**config.mk**
```make
export PLATFORM = sky130hd
export DESIGN_NAME = uart_tx_sched
export DESIGN_NICKNAME = d
export VERILOG_FILES = /design/src/rtl/uart_pkg.sv /design/src/rtl/uart_baud_gen.sv /design/src/rtl/uart_tx_sched.sv
export SDC_FILE = /design/constraint.sdc
export NUM_CORES = 1
export LEC_CHECK = 0
export ABC_AREA = 1
export CORE_MARGIN = 10
export CORE_UTILIZATION = 44
export CTS_CLUSTER_SIZE = 28
export DETAILED_ROUTE_END_ITERATION = 8
export GPL_TIMING_DRIVEN = 0
export PLACE_DENSITY = 0.86
export RECOVER_POWER = 25
export SYNTH_ARGS = -nofsm -noshare
export SYNTH_HDL_FRONTEND = slang
export SYNTH_HIERARCHICAL = 1
export SYNTH_SLANG_ARGS = --single-unit
```
**constraint.sdc**
```tcl
create_clock -name clk -period 2.39 [get_ports clk]
set_clock_uncertainty 0.2 [all_clocks]
set_input_delay 0.478 -clock clk [delete_from_list [all_inputs] [get_ports clk]]
set_output_delay 0.478 -clock clk [all_outputs]
set_load 0.05 [all_outputs]
```
**src/rtl/uart_pkg.sv**
```systemverilog
// uart_pkg: shared types, constants and helpers for the UART scheduling blocks
package uart_pkg;
  typedef enum logic [1:0] {ARB, SEND, WAIT_DONE} sched_state_t;
  localparam int BYTE_W = 8;
  localparam int DEF_DIV_W = 16;
  function automatic int wrap_add(int a, int b, int n);
    return (a + b >= n) ? a + b - n : a + b;
  endfunction
endpackage

```
**src/rtl/uart_baud_gen.sv**
```systemverilog
// uart_baud_gen: programmable baud strobe, one pulse every baud_div+1 cycles
//   clk, rst_n : clock, async active-low reset
//   baud_div   : strobe period minus 1
//   baud_en    : registered one-cycle strobe
module uart_baud_gen
  import uart_pkg::*;
#(
  parameter int DIV_W = DEF_DIV_W
) (
  input  logic             clk,
  input  logic             rst_n,
  input  logic [DIV_W-1:0] baud_div,
  output logic             baud_en
);
  logic [DIV_W-1:0] cnt;
  // >= rather than == so a divisor lowered below the running count fires at once
  always_ff @(posedge clk or negedge rst_n)
    if (!rst_n) begin
      cnt <= '0;
      baud_en <= 1'b0;
    end else begin
      cnt <= (cnt >= baud_div) ? '0 : cnt + 1'b1;
      baud_en <= (cnt >= baud_div);
    end
endmodule

```
**src/rtl/uart_tx_sched.sv**
```systemverilog
// uart_tx_sched: round-robin scheduler sharing one UART transmitter among N_REQ producers
//   clk, rst_n          : clock, async active-low reset
//   baud_div / baud_en  : baud divisor in, shared baud strobe out
//   req_valid/req_data/req_last/req_ready : per-requester byte handshake
//   trmt/tx_data/tx_done: transmitter start pulse, byte, end-of-frame pulse
//   grant_id/locked/busy/lock_err : status
//   UART_SCHED_LOCK_TIMEOUT_EN: break a stalled packet lock after LOCK_TIMEOUT idle cycles
module uart_tx_sched
  import uart_pkg::*;
#(
  parameter int N_REQ = 4,
  parameter int DIV_W = DEF_DIV_W,
  parameter int LOCK_TIMEOUT = 1024,
  localparam int GW = N_REQ > 1 ? $clog2(N_REQ) : 1
) (
  input  logic                  clk,
  input  logic                  rst_n,
  input  logic [DIV_W-1:0]      baud_div,
  input  logic [N_REQ-1:0]      req_valid,
  input  logic [BYTE_W*N_REQ-1:0] req_data,
  input  logic [N_REQ-1:0]      req_last,
  output logic [N_REQ-1:0]      req_ready,
  output logic                  trmt,
  output logic [BYTE_W-1:0]     tx_data,
  input  logic                  tx_done,
  output logic                  baud_en,
  output logic [GW-1:0]         grant_id,
  output logic                  locked,
  output logic                  busy,
  output logic                  lock_err
);
  sched_state_t state;
  logic [GW-1:0] rr_ptr, sel, cand;
  logic found, to_hit;

  uart_baud_gen #(.DIV_W(DIV_W)) u_baud (
    .clk(clk), .rst_n(rst_n), .baud_div(baud_div), .baud_en(baud_en)
  );

  // Scan downward so the requester nearest rr_ptr is the last (winning) write
  always_comb begin
    sel = grant_id;
    cand = '0;
    found = locked && req_valid[grant_id];
    if (!locked)
      for (int k = N_REQ - 1; k >= 0; k--) begin
        cand = GW'(wrap_add(int'(rr_ptr), k, N_REQ));
        if (req_valid[cand]) begin
          sel = cand;
          found = 1'b1;
        end
      end
  end

  assign req_ready = (state == ARB && found) ? N_REQ'(1) << sel : '0;

`ifdef UART_SCHED_LOCK_TIMEOUT_EN
  localparam int TW = $clog2(LOCK_TIMEOUT + 1);
  logic [TW-1:0] to_cnt;
  assign to_hit = state == ARB && locked && !found && to_cnt == TW'(LOCK_TIMEOUT - 1);
  always_ff @(posedge clk or negedge rst_n)
    if (!rst_n) begin
      to_cnt <= '0;
      lock_err <= 1'b0;
    end else begin
      to_cnt <= (state != ARB || found || !locked || to_hit) ? (found || to_hit ? '0 : to_cnt) : to_cnt + 1'b1;
      lock_err <= lock_err | to_hit;
    end
`else
  logic unused_timeout;
  assign unused_timeout = ^LOCK_TIMEOUT;
  assign to_hit = 1'b0;
  assign lock_err = 1'b0;
`endif

  always_ff @(posedge clk or negedge rst_n)
    if (!rst_n) begin
      state <= ARB;
      rr_ptr <= '0;
      grant_id <= '0;
      tx_data <= '0;
      locked <= 1'b0;
      trmt <= 1'b0;
      busy <= 1'b0;
    end else begin
      trmt <= 1'b0;
      case (state)
        ARB:
          if (found) begin
            tx_data <= req_data[int'(sel)*BYTE_W +: BYTE_W];
            grant_id <= sel;
            locked <= !req_last[sel];
            if (req_last[sel]) rr_ptr <= GW'(wrap_add(int'(sel), 1, N_REQ));
            trmt <= 1'b1;
            busy <= 1'b1;
            state <= SEND;
          end else if (to_hit) begin
            locked <= 1'b0;
            rr_ptr <= GW'(wrap_add(int'(grant_id), 1, N_REQ));
          end
        SEND: state <= WAIT_DONE;
        WAIT_DONE:
          if (tx_done) begin
            busy <= 1'b0;
            state <= ARB;
          end
        default: state <= ARB;
      endcase
    end
endmodule

```
[Yosys cells after proc, flatten, opt, wreduce, memory -nomap -nowiden]
Index checks and enable logic that the tools add are counted.
Operators by class
  shift operators: 2
  muxes and demuxes: 37
  $lt $le $gt $ge: 12
  reduce and logical (&&, ||, !) cells: 9
  add/subtract/negate cells: 10
  equal/unequal tests: 4
Operator list (number)
  $shiftx 32x6->8: 1
  $mux 2: 12
  $lt 2x3->1 const B: 6
  $add 16x1->16 const B: 1
  $ge 16x16->1: 1
  $mux 16: 1
  $mux 1: 15
  $bmux 1 s2: 6
  $ge 3x3->1 const B: 4
  $sub 2x1->2 const B: 5
  $add 2x1->3 const B: 2
  $add 2x2->3 const B: 2
  $pmux 2 s3: 1
  $reduce_and 3->1: 2
  $mux 4: 1
  $ne 2x2->1 const B: 2
  $reduce_and 2->1: 2
  $shl 1x2->4 const A: 1
  $ge 2x3->1 const B: 1
  $eq 2x1->1 const B: 1
  $eq 2x2->1 const B: 1
  $logic_and 1x1->1: 2
  $logic_not 2->1: 1
  $pmux 1 s2: 1
  2 further kinds: 2
Storage, ports and cells
  input bits: 59
  flip-flop bits (word level): 34

[Logic depth before layout (Yosys ltp)]
Gate-level depths: netlist of run 1.
  depth after elaboration: 13
  depth in mapped cells: 19

[Modules after synthesis]
Netlist of run 1, hierarchy kept.
Modules (own cells, without submodules)
  uart_tx_sched: cells an instance 252, instances 1, area an instance 1575.3 um^2, seq. area each 425.4 um^2
  uart_baud_gen: cells an instance 168, instances 1, area an instance 1278.7 um^2, seq. area each 425.4 um^2

[Worst setup path after synthesis of run 1]
OpenSTA, ideal clock, no wires.
  path type: register -> output
  start point: register rr_ptr[0]
  end point: output req_ready[1]
  path slack: -0.493 ns
  required time: 1.712 ns
  cell stages (with the launch flop): 18
  arrival: 2.205 ns
  path buffers: 1
  cell sequence: dfrtp_1 -> buf_6 -> inv_8 -> nand2_2 -> nand2_2 -> nand2_4 -> nand2_2 -> nand2_1 -> nand3_1 -> nand2_1 -> nand2_1 -> nand2_2 -> nand2_4 -> nand2_4 -> inv_2 -> ha_1 -> inv_1 -> nor2_1
Between the ends
  cells in the longest elaborated chain, start to end: 12
  elaborated cells on any way between the ends: 36
  classes of those cells: 7 x add/sub; 4 x order compare; 1 x shift; 23 x mux; 1 x reduce/logical
RTL lines
  start, declared: RTL line uart_tx_sched.sv:33  | logic [GW-1:0] rr_ptr, sel, cand;
  start signal, assigned: RTL line uart_tx_sched.sv:93  | if (req_last[sel]) rr_ptr <= GW'(wrap_add(int'(sel), 1, N_REQ));
  start signal, assigned: RTL line uart_tx_sched.sv:99  | rr_ptr <= GW'(wrap_add(int'(grant_id), 1, N_REQ));
  $add 2x2->3: RTL line uart_pkg.sv:7  | return (a + b >= n) ? a + b - n : a + b;
  $ge 3x3->1 or $sub 2x1->2 (tied branches): RTL line uart_pkg.sv:7
  $mux 2: RTL line uart_pkg.sv:7
  $bmux 1 s2: RTL line uart_tx_sched.sv:48  | if (req_valid[cand]) begin
  $mux 1 (implied by the code): RTL line uart_tx_sched.sv:48
  $mux 2 (3 in a row): RTL line uart_tx_sched.sv:48
  $mux 2 (*): RTL line uart_tx_sched.sv:48
  $mux 2 (*): RTL line uart_tx_sched.sv:45  | if (!locked)
  net sel[0]: RTL line uart_tx_sched.sv:33
  $shl 1x2->4 (*): RTL line uart_tx_sched.sv:55  | assign req_ready = (state == ARB && found) ? N_REQ'(1) << sel : '0;
  $mux 4 (*): RTL line uart_tx_sched.sv:55
  end, declared: RTL line uart_tx_sched.sv:22  | output logic [N_REQ-1:0] req_ready,
Mark *: on every way through the listed nets, which the timed path passes. The rest lies on a longest branch. The select of a mux whose other input is x is not followed.

[Final worst setup path of run 1]
  start point: register rr_ptr[0]
  end point: output req_ready[1]
Between the ends
  cells in the longest elaborated chain, start to end: 12
  elaborated cells on any way between the ends: 36
  classes of those cells: 7 x add/sub; 4 x order compare; 1 x shift; 23 x mux; 1 x reduce/logical
RTL lines (RTL line)
  $add 2x2->3: uart_pkg.sv:7
  $ge 3x3->1 or $sub 2x1->2 (tied branches): uart_pkg.sv:7
  $mux 2: uart_pkg.sv:7
  $bmux 1 s2: uart_tx_sched.sv:48
  $mux 1 (implied by the code): uart_tx_sched.sv:48
  $mux 2 or $mux 1 (tied branches) (4 in a row): uart_tx_sched.sv:48
  $mux 2 or $mux 1 (tied branches): uart_tx_sched.sv:45
  $shl 1x2->4 or $logic_and 1x1->1 (tied branches): uart_tx_sched.sv:55
  $mux 4 (*): uart_tx_sched.sv:55
Mark *: on every way between the ends. The rest lies on a longest branch, timed or not. The select of a mux whose other input is x is not followed.

==> impl_metrics.ini, run 1 <==
[outcome]
status = complete, but fails checks
failed_checks = capacitance limit, slew limit, setup timing

[worst_setup_path]
worstPathArrival_ns = 2.17
cpPeakStageDelay_ns = 0.37
required_ns = 1.71
crit_top_cell = nand2_2
cp_cell_sequence = buf_6 > buf_6 > nand2_2 > nand2_2 > nand2_2 > nand2_2 > o211ai_2 > nand2_1 > nand2_1 > nand2_2 > inv_2 > ha_2 > inv_2 > nor2_4 > buf_8
start_kind = flop
crit_type = flop to output pin
r2r_cells = 20
path_max_fanout = 6
startpoint = rr_ptr[0]
crit_path_top_delay_cell = dfrtp_1
reg2reg_from = rr_ptr[0]
end_kind = output pin

[timing]
tns_ns = -1.79
slew_headroom_pct = -20.7
tightestPinTransition_ns = 1.81
slew_violations = 35
fin_crit_sh_pct = 119
timing.final.crit_period_ns = 2.84
final-setup-viol-count = 4
clock.fmax_mhz = 352
hold_violations = 0
fin_ws_ns = -0.454
rsz0062_at_grt = true

[global_route]
grt_use_total_pct = 14.8
overflow = 0
grt_max_degree = 35
grt_pass1_vias = 2884
antenna_found_initial = 0
grt_pass1_wl_um = 12600

[cells_and_area]
final_area_sq_um = 4180
drive_above_1_share_pct = 21.9
fill_cells = 535
num_antenna_cells = 0
fin_cells = 594
nets = 596
final_util_pct = 66.1
syn_to_final_growth_pct = 46.3

[synth]
netlist_area_sq_um = 2850
avgSynthCellArea_sq_um = 6.80
synthDistinctLibCells = 32
ys_seq_elements = 34
synth_flop_cell = dfrtp_1
yosysTopAreaCell = dfrtp_1
ys_warn_count = 6
synth.area.top_cells = dfrtp_1 30%, nand2_1 17%, inv_1 9.6%
synthArstFlopShare_pct = 100
synth.net_count = 500
ys_seq_area_share_pct = 29.8
synth_top_area_share_pct = 29.8
synth_cells = 420
synth-edff-count = 0

[power]
powerDensity_nw_per_um2 = 1350
power_frac_seq_pct = 17.6
power_switching_w = 0.00291
power_switching_share_pct = 51.7
p_int_w = 0.00271
leakage_nw = 2.15
power_frac_comb_pct = 74.8
irDropWorstVdd_uv = 920
p_clk_share_pct = 7.7

[floorplanning]
start_util_pct = 45.2
fp.dieW_um = 101
die-area_sq_um = 10100
fp.dieH_um = 101
top_level_ports = 78
num_rows = 29
core_area_sq_um = 6310

[clock_network]
clk_pin_slew_ns = 0.07
cts_tree = built
clk_latency_ns = 0.28
cts_buffers = 5
clockBufferDepth = 2
root_buffer = clkbuf_8
htreeDepth = 2
cts_sinks = 34
cts_hold_buffers = 0

[placed_design]
placed_cell_area_sq_um = 3800
place_hpwl_um = 5910
placed_cells = 573
io_buffers = 76
routabilityCongestion = 0.928

[drt]
vias = 2923
viasPerCell = 4.92
postRouteAntennaNets = 0
drtIter0Drc = 100
drc = 0
first_pass_iters = 6
wire_per_inst_um = 13.5
routed_wl_um = 7990

[min_path]
hold_start = tx_data[3]
hold_path_depth = 2
hold_class = flop to flop

[run]
cap_viol_max_count = 1
==> cells in the final DEF (no fill, tap or decap), types with 3 or more instances in the layout <==
cell             netlist  routed
a21oi_1               10       9
buf_4                  4      13
buf_6                  4       7
buf_8                  1       5
clkbuf_1               2       3
clkbuf_8               0       7
clkdlybuf4s50_1        0      67
dfrtp_1               34      32
dlygate4sd2_1          0       4
ha_1                  21      17
ha_4                   0       3
inv_1                 73      67
inv_2                  1       6
nand2_1              131     111
nand2_2               16      28
nand2_4                3      10
nand3_1               36      27
nand3_2                3      12
nand3b_1               9       9
nand4_1                3       3
nor2_1                32      28
nor2_4                 0       4
nor3_1                 5       5
o21ai_0                8       8
xor2_1                 8       8
==> cell families (layout without fill, tap and decap cells) <==
kind of cell	Yosys count	count (layout)	synth area share, %
adders and majority gates	21	21	9.21
other	1	1	0.131
AOI/OAI and AO/OA	24	24	5.04
xor gates and xnor gates	10	10	3.07
buffers and inverters	86	183	13.5
DFF	34	34	29.8
and+or+nand+nor	244	244	39.2
==> timing repair <==
action	CTS	global route
buffers inserted	6	8
setup endpoints to repair	5	11
pin swaps	1	22
gates resized for setup	43	44
==> flip-flops by register name, indices dropped and copies added (netlist names) <==
name,flops
grant_id,2
u_baud/cnt,16
u_baud/baud_en,1
tx_data,8
rr_ptr,2
state,2
trmt,1
locked,1
busy,1
==> power by group through the flow <==
| stage | registers (W) | clock network, W | logic [W] |
|---|---|---|---|
| 4_1_cts | 0.000985 | 0.000442 | 0.00366 |
| 3_3_place_gp | 0.000987 | 0 | 0.00331 |
| 3_5_place_dp | 0.000990 | 0 | 0.00337 |
| 5_1_grt | 0.00101 | 0.000478 | 0.00457 |
| 2_1_floorplan | 0.00130 | 0 | 0.00222 |
| 6_report | 0.000987 | 0.000430 | 0.00420 |
==> critical path, delay by kind of cell (launching register included) <==
| kind | cells | cell delay [ns] |
|---|---|---|
| buffers and inverters | 5 | 0.60 |
| and+or+nand+nor | 8 | 0.57 |
| adders and majority gates | 1 | 0.19 |
| AOI/OAI and AO/OA | 1 | 0.13 |
| DFF | 1 | 0.37 |
==> layer usage <==
| metal | routed length (um) | track usage (%) | up-vias |
|---|---|---|---|
| met5 | 0 | 0 | - |
| met4 | 139 | 5.33 | 0 |
| met3 | 610 | 5.08 | 16 |
| met2 | 3930 | 25.6 | 93 |
| met1 | 3310 | 16.4 | 1326 |
| li1 | - | - | 1488 |
==> stage by stage <==
stage / total power [W] / hold WS, ns / setup WS [ns]
2_1_floorplan: 0.00352 / -0.0176 / -0.0977
3_3_place_gp: 0.00430 / 0.265 / -1.36
3_5_place_dp: 0.00436 / 0.265 / -1.40
4_1_cts: 0.00508 / 0.0638 / -0.455
5_1_grt: 0.00606 / 0.327 / -0.571
6_report: 0.00562 / 0.271 / -0.454
==> worst paths after layout <==
check,to,slack [ns]
min reg2reg,tx_data[3],0.27
max,req_ready[1],-0.45
min in group asynchronous,u_baud/cnt[5],0.47
max reg2reg,tx_data[4],0.04
min,tx_data[3],0.27
max in group asynchronous,grant_id[0],0.34
==> final cells by class <==
cell class | count | area, sq um | area share (%)
well taps | 77 | 96.3 | 2.31
repair buffers | 90 | 891 | 21.3
clock buffers | 7 | 86.3 | 2.07
multi-input cells | 300 | 1830 | 43.9
inverters | 75 | 302 | 7.22
clock inverters | 1 | 5.00 | 0.120
plain buffers | 10 | 108 | 2.58
flip-flops and latches | 34 | 853 | 20.4
==> cell usage after synthesis, drive strengths merged (3+ instances only) <==
cell    number
xor2         8
dfrtp       34
nor3         7
nand3       39
nand2      150
o21ai        8
nand3b       9
nand4        3
ha          21
a21oi       11
nor2        34
inv         75
buf          9
Note: power is estimated with default switching activity, not from simulation.
==> run 2, diff against run 1 <==
--- a/config.mk
+++ b/config.mk
@@ -11,7 +11,7 @@
 export CTS_CLUSTER_SIZE = 28
 export DETAILED_ROUTE_END_ITERATION = 8
 export GPL_TIMING_DRIVEN = 0
-export PLACE_DENSITY = 0.86
+export PLACE_DENSITY_LB_ADDON = 0.3
 export RECOVER_POWER = 25
 export SYNTH_ARGS = -nofsm -noshare
 export SYNTH_HDL_FRONTEND = slang
==> constraint.sdc (replaced) <==
create_clock -name clk -period 2.4 [get_ports clk]
set_clock_uncertainty 0.2 [all_clocks]
set_input_delay 0.48 -clock clk [delete_from_list [all_inputs] [get_ports clk]]
set_output_delay 0.48 -clock clk [all_outputs]
set_load 0.05 [all_outputs]
==> impl_metrics.ini, run 2 (synthesis results as in run 1) <==
[timing]
tns_ns = -1.75
slew_headroom_pct = -19.3
slew_violations = 35
rsz0062_at_grt = true
timing.final.crit_period_ns = 2.85
tightestPinTransition_ns = 1.79
clock.fmax_mhz = 351
final-setup-viol-count = 4
whs_ns = 0.278
fin_ws_ns = -0.445
fin_crit_sh_pct = 119
hold_violations = 0

[drt]
routed_wl_um = 7470
drc = 0
wl_met2_um = 3510
highest_layer = met4
wl_met3_um = 696
drtIter0Drc = 105
vias = 2824
wl_met1_um = 3160
viasPerCell = 4.75
first_pass_iters = 6
postRouteAntennaNets = 0
wire_per_inst_um = 12.6

[worst_setup_path]
crit_path_top_delay_cell = dfrtp_1
cp_cell_sequence = buf_6 > clkinv_8 > nand2_2 > nand2_2 > nand2_1 > nand2_2 > a21oi_2 > nand2_1 > nand2_1 > nand2_2 > nand2_4 > nand2_8 > buf_8 > ha_4 > inv_2 > nor2_4 > buf_8
path_max_fanout = 8
worstPathArrival_ns = 2.17
cpPeakStageDelay_ns = 0.35
crit_type = flop to output pin
required_ns = 1.72
end_kind = output pin
start_kind = flop
crit_buf_inv = 5
cp_top_family = simple AND/OR/NAND/NOR gates
crit_top_cell = nand2_2

[placed_design]
io_buffers = 76
routabilityCongestion = 0.876
placed_cell_area_sq_um = 3800
place_hpwl_um = 5710
post-place-ws_ns = -1.39

[floorplanning]
die-area_sq_um = 10100
num_rows = 29
fp.dieW_um = 101
top_level_ports = 78
core_area_sq_um = 6310
start_util_pct = 45.2
fp.dieH_um = 101

[cells_and_area]
seq_area_sq_um = 853
nets = 596
layout_common_cells = 123 x nand2_1, 67 x inv_1, 67 x clkdlybuf4s50_1
top_regs = u_baud/cnt x16, tx_data x8
final_area_sq_um = 4070
num_antenna_cells = 0
fill_cells = 557
drive_above_1_share_pct = 17.6
multi_input_area_sq_um = 1760
largest-register = u_baud/cnt
syn_to_final_growth_pct = 42.5
final_common_cell = nand2_1
largest_reg_flops = 16

[global_route]
antenna_found_initial = 0
grt_pass1_wl_um = 12600
grt_max_degree = 35
overflow = 0
grt_pass1_vias = 2841
grt_use_total_pct = 14.8

[clock_network]
clk_pin_slew_ns = 0.07
cts_tree = built
clockBufferDepth = 2
cts_buffers = 5
cts_sinks = 34
root_buffer = clkbuf_8
htreeDepth = 2
clk_latency_ns = 0.28

[outcome]
failed_checks = capacitance limit, slew limit, setup timing
status = complete, but fails checks

[power]
irDropWorstVdd_uv = 992
power_frac_seq_pct = 18.8
power_switching_w = 0.00269
power_frac_comb_pct = 73.6
p_clk_share_pct = 7.6
power_switching_share_pct = 51.7
powerDensity_nw_per_um2 = 1280
p_int_w = 0.00251
leakage_nw = 2.09

[run]
cap_viol_max_count = 1

[min_path]
hold_class = flop to flop
-- run 2: cell count changes in the layout (fill, tap and decap cells not counted), sizes merged --
| cell | change |
|---|---|
| clkinv | -1 |
| dlygate4sd2 | -1 |
| clkbuf | +2 |
-- run 2: repair_timing --
item / 4_1_cts / 5_1_grt
gates resized for setup: 46 / 13
pin swaps: 2 / 9
cloned: 0 / 0
hold buffers: 0 / 0
endpoints found under the hold margin: 0 / 0
buffers inserted: 7 / 7
setup endpoints to repair: 5 / 13
-- run 2: metal layers --
metal / track usage (%) / vias to the layer above
met5: 0 / -
met2: 24.4 / 102
li1: - / 1488
met3: 5.90 / 12
met4: 4.24 / 0
met1: 17.2 / 1222
-- run 2: worst register-to-register path, delay by kind of cell, from the launching register on --
kind / cells / cell delay, ns
simple gates: 13 / 0.98
flops: 1 / 0.35
buf+inv: 4 / 0.52
compound gates: 1 / 0.10
-- run 2: area by class of cell --
class                           instances  share of cell area (%)
Sequential cell                        34                    21.0
Multi-Input combinational cell        300                    43.4
Clock buffer                            8                    1.97
Tap cell                               77                    2.37
Timing Repair Buffer                   90                    21.3
Buffer                                 10                    2.65
Inverter                               75                    7.35
-- run 2: power groups by stage --
stage          sequential (W)  combinational, W  clock [W]
3_5_place_dp         0.000984           0.00337          0
6_report             0.000980           0.00383   0.000395
2_1_floorplan         0.00129           0.00221          0
4_1_cts              0.000979           0.00369   0.000412
3_3_place_gp         0.000976           0.00333          0
5_1_grt               0.00101           0.00422   0.000438
-- run 2: final timing paths --
| kind | start | to | slack [ns] | cells past startpoint |
|---|---|---|---|---|
| max | rr_ptr[0] | req_ready[2] | -0.45 | 17 |
| min | tx_data[6] | tx_data[6] | 0.28 | 2 |
| max reg2reg | rr_ptr[0] | rr_ptr[1] | 0.15 | 18 |
| min reg2reg | tx_data[6] | tx_data[6] | 0.28 | 2 |
| max in group asynchronous | rst_n | grant_id[0] | 0.37 | 1 |
| min in group asynchronous | rst_n | rr_ptr[1] | 0.47 | 1 |
-- run 2: metrics by stage --
stage	cells	total power [W]	util, %
3_3_place_gp	573	0.00430	60.2
4_1_cts	588	0.00508	63.0
3_5_place_dp	573	0.00436	60.2
2_1_floorplan	420	0.00351	-
6_report	594	0.00520	64.4
5_1_grt	594	0.00567	64.4
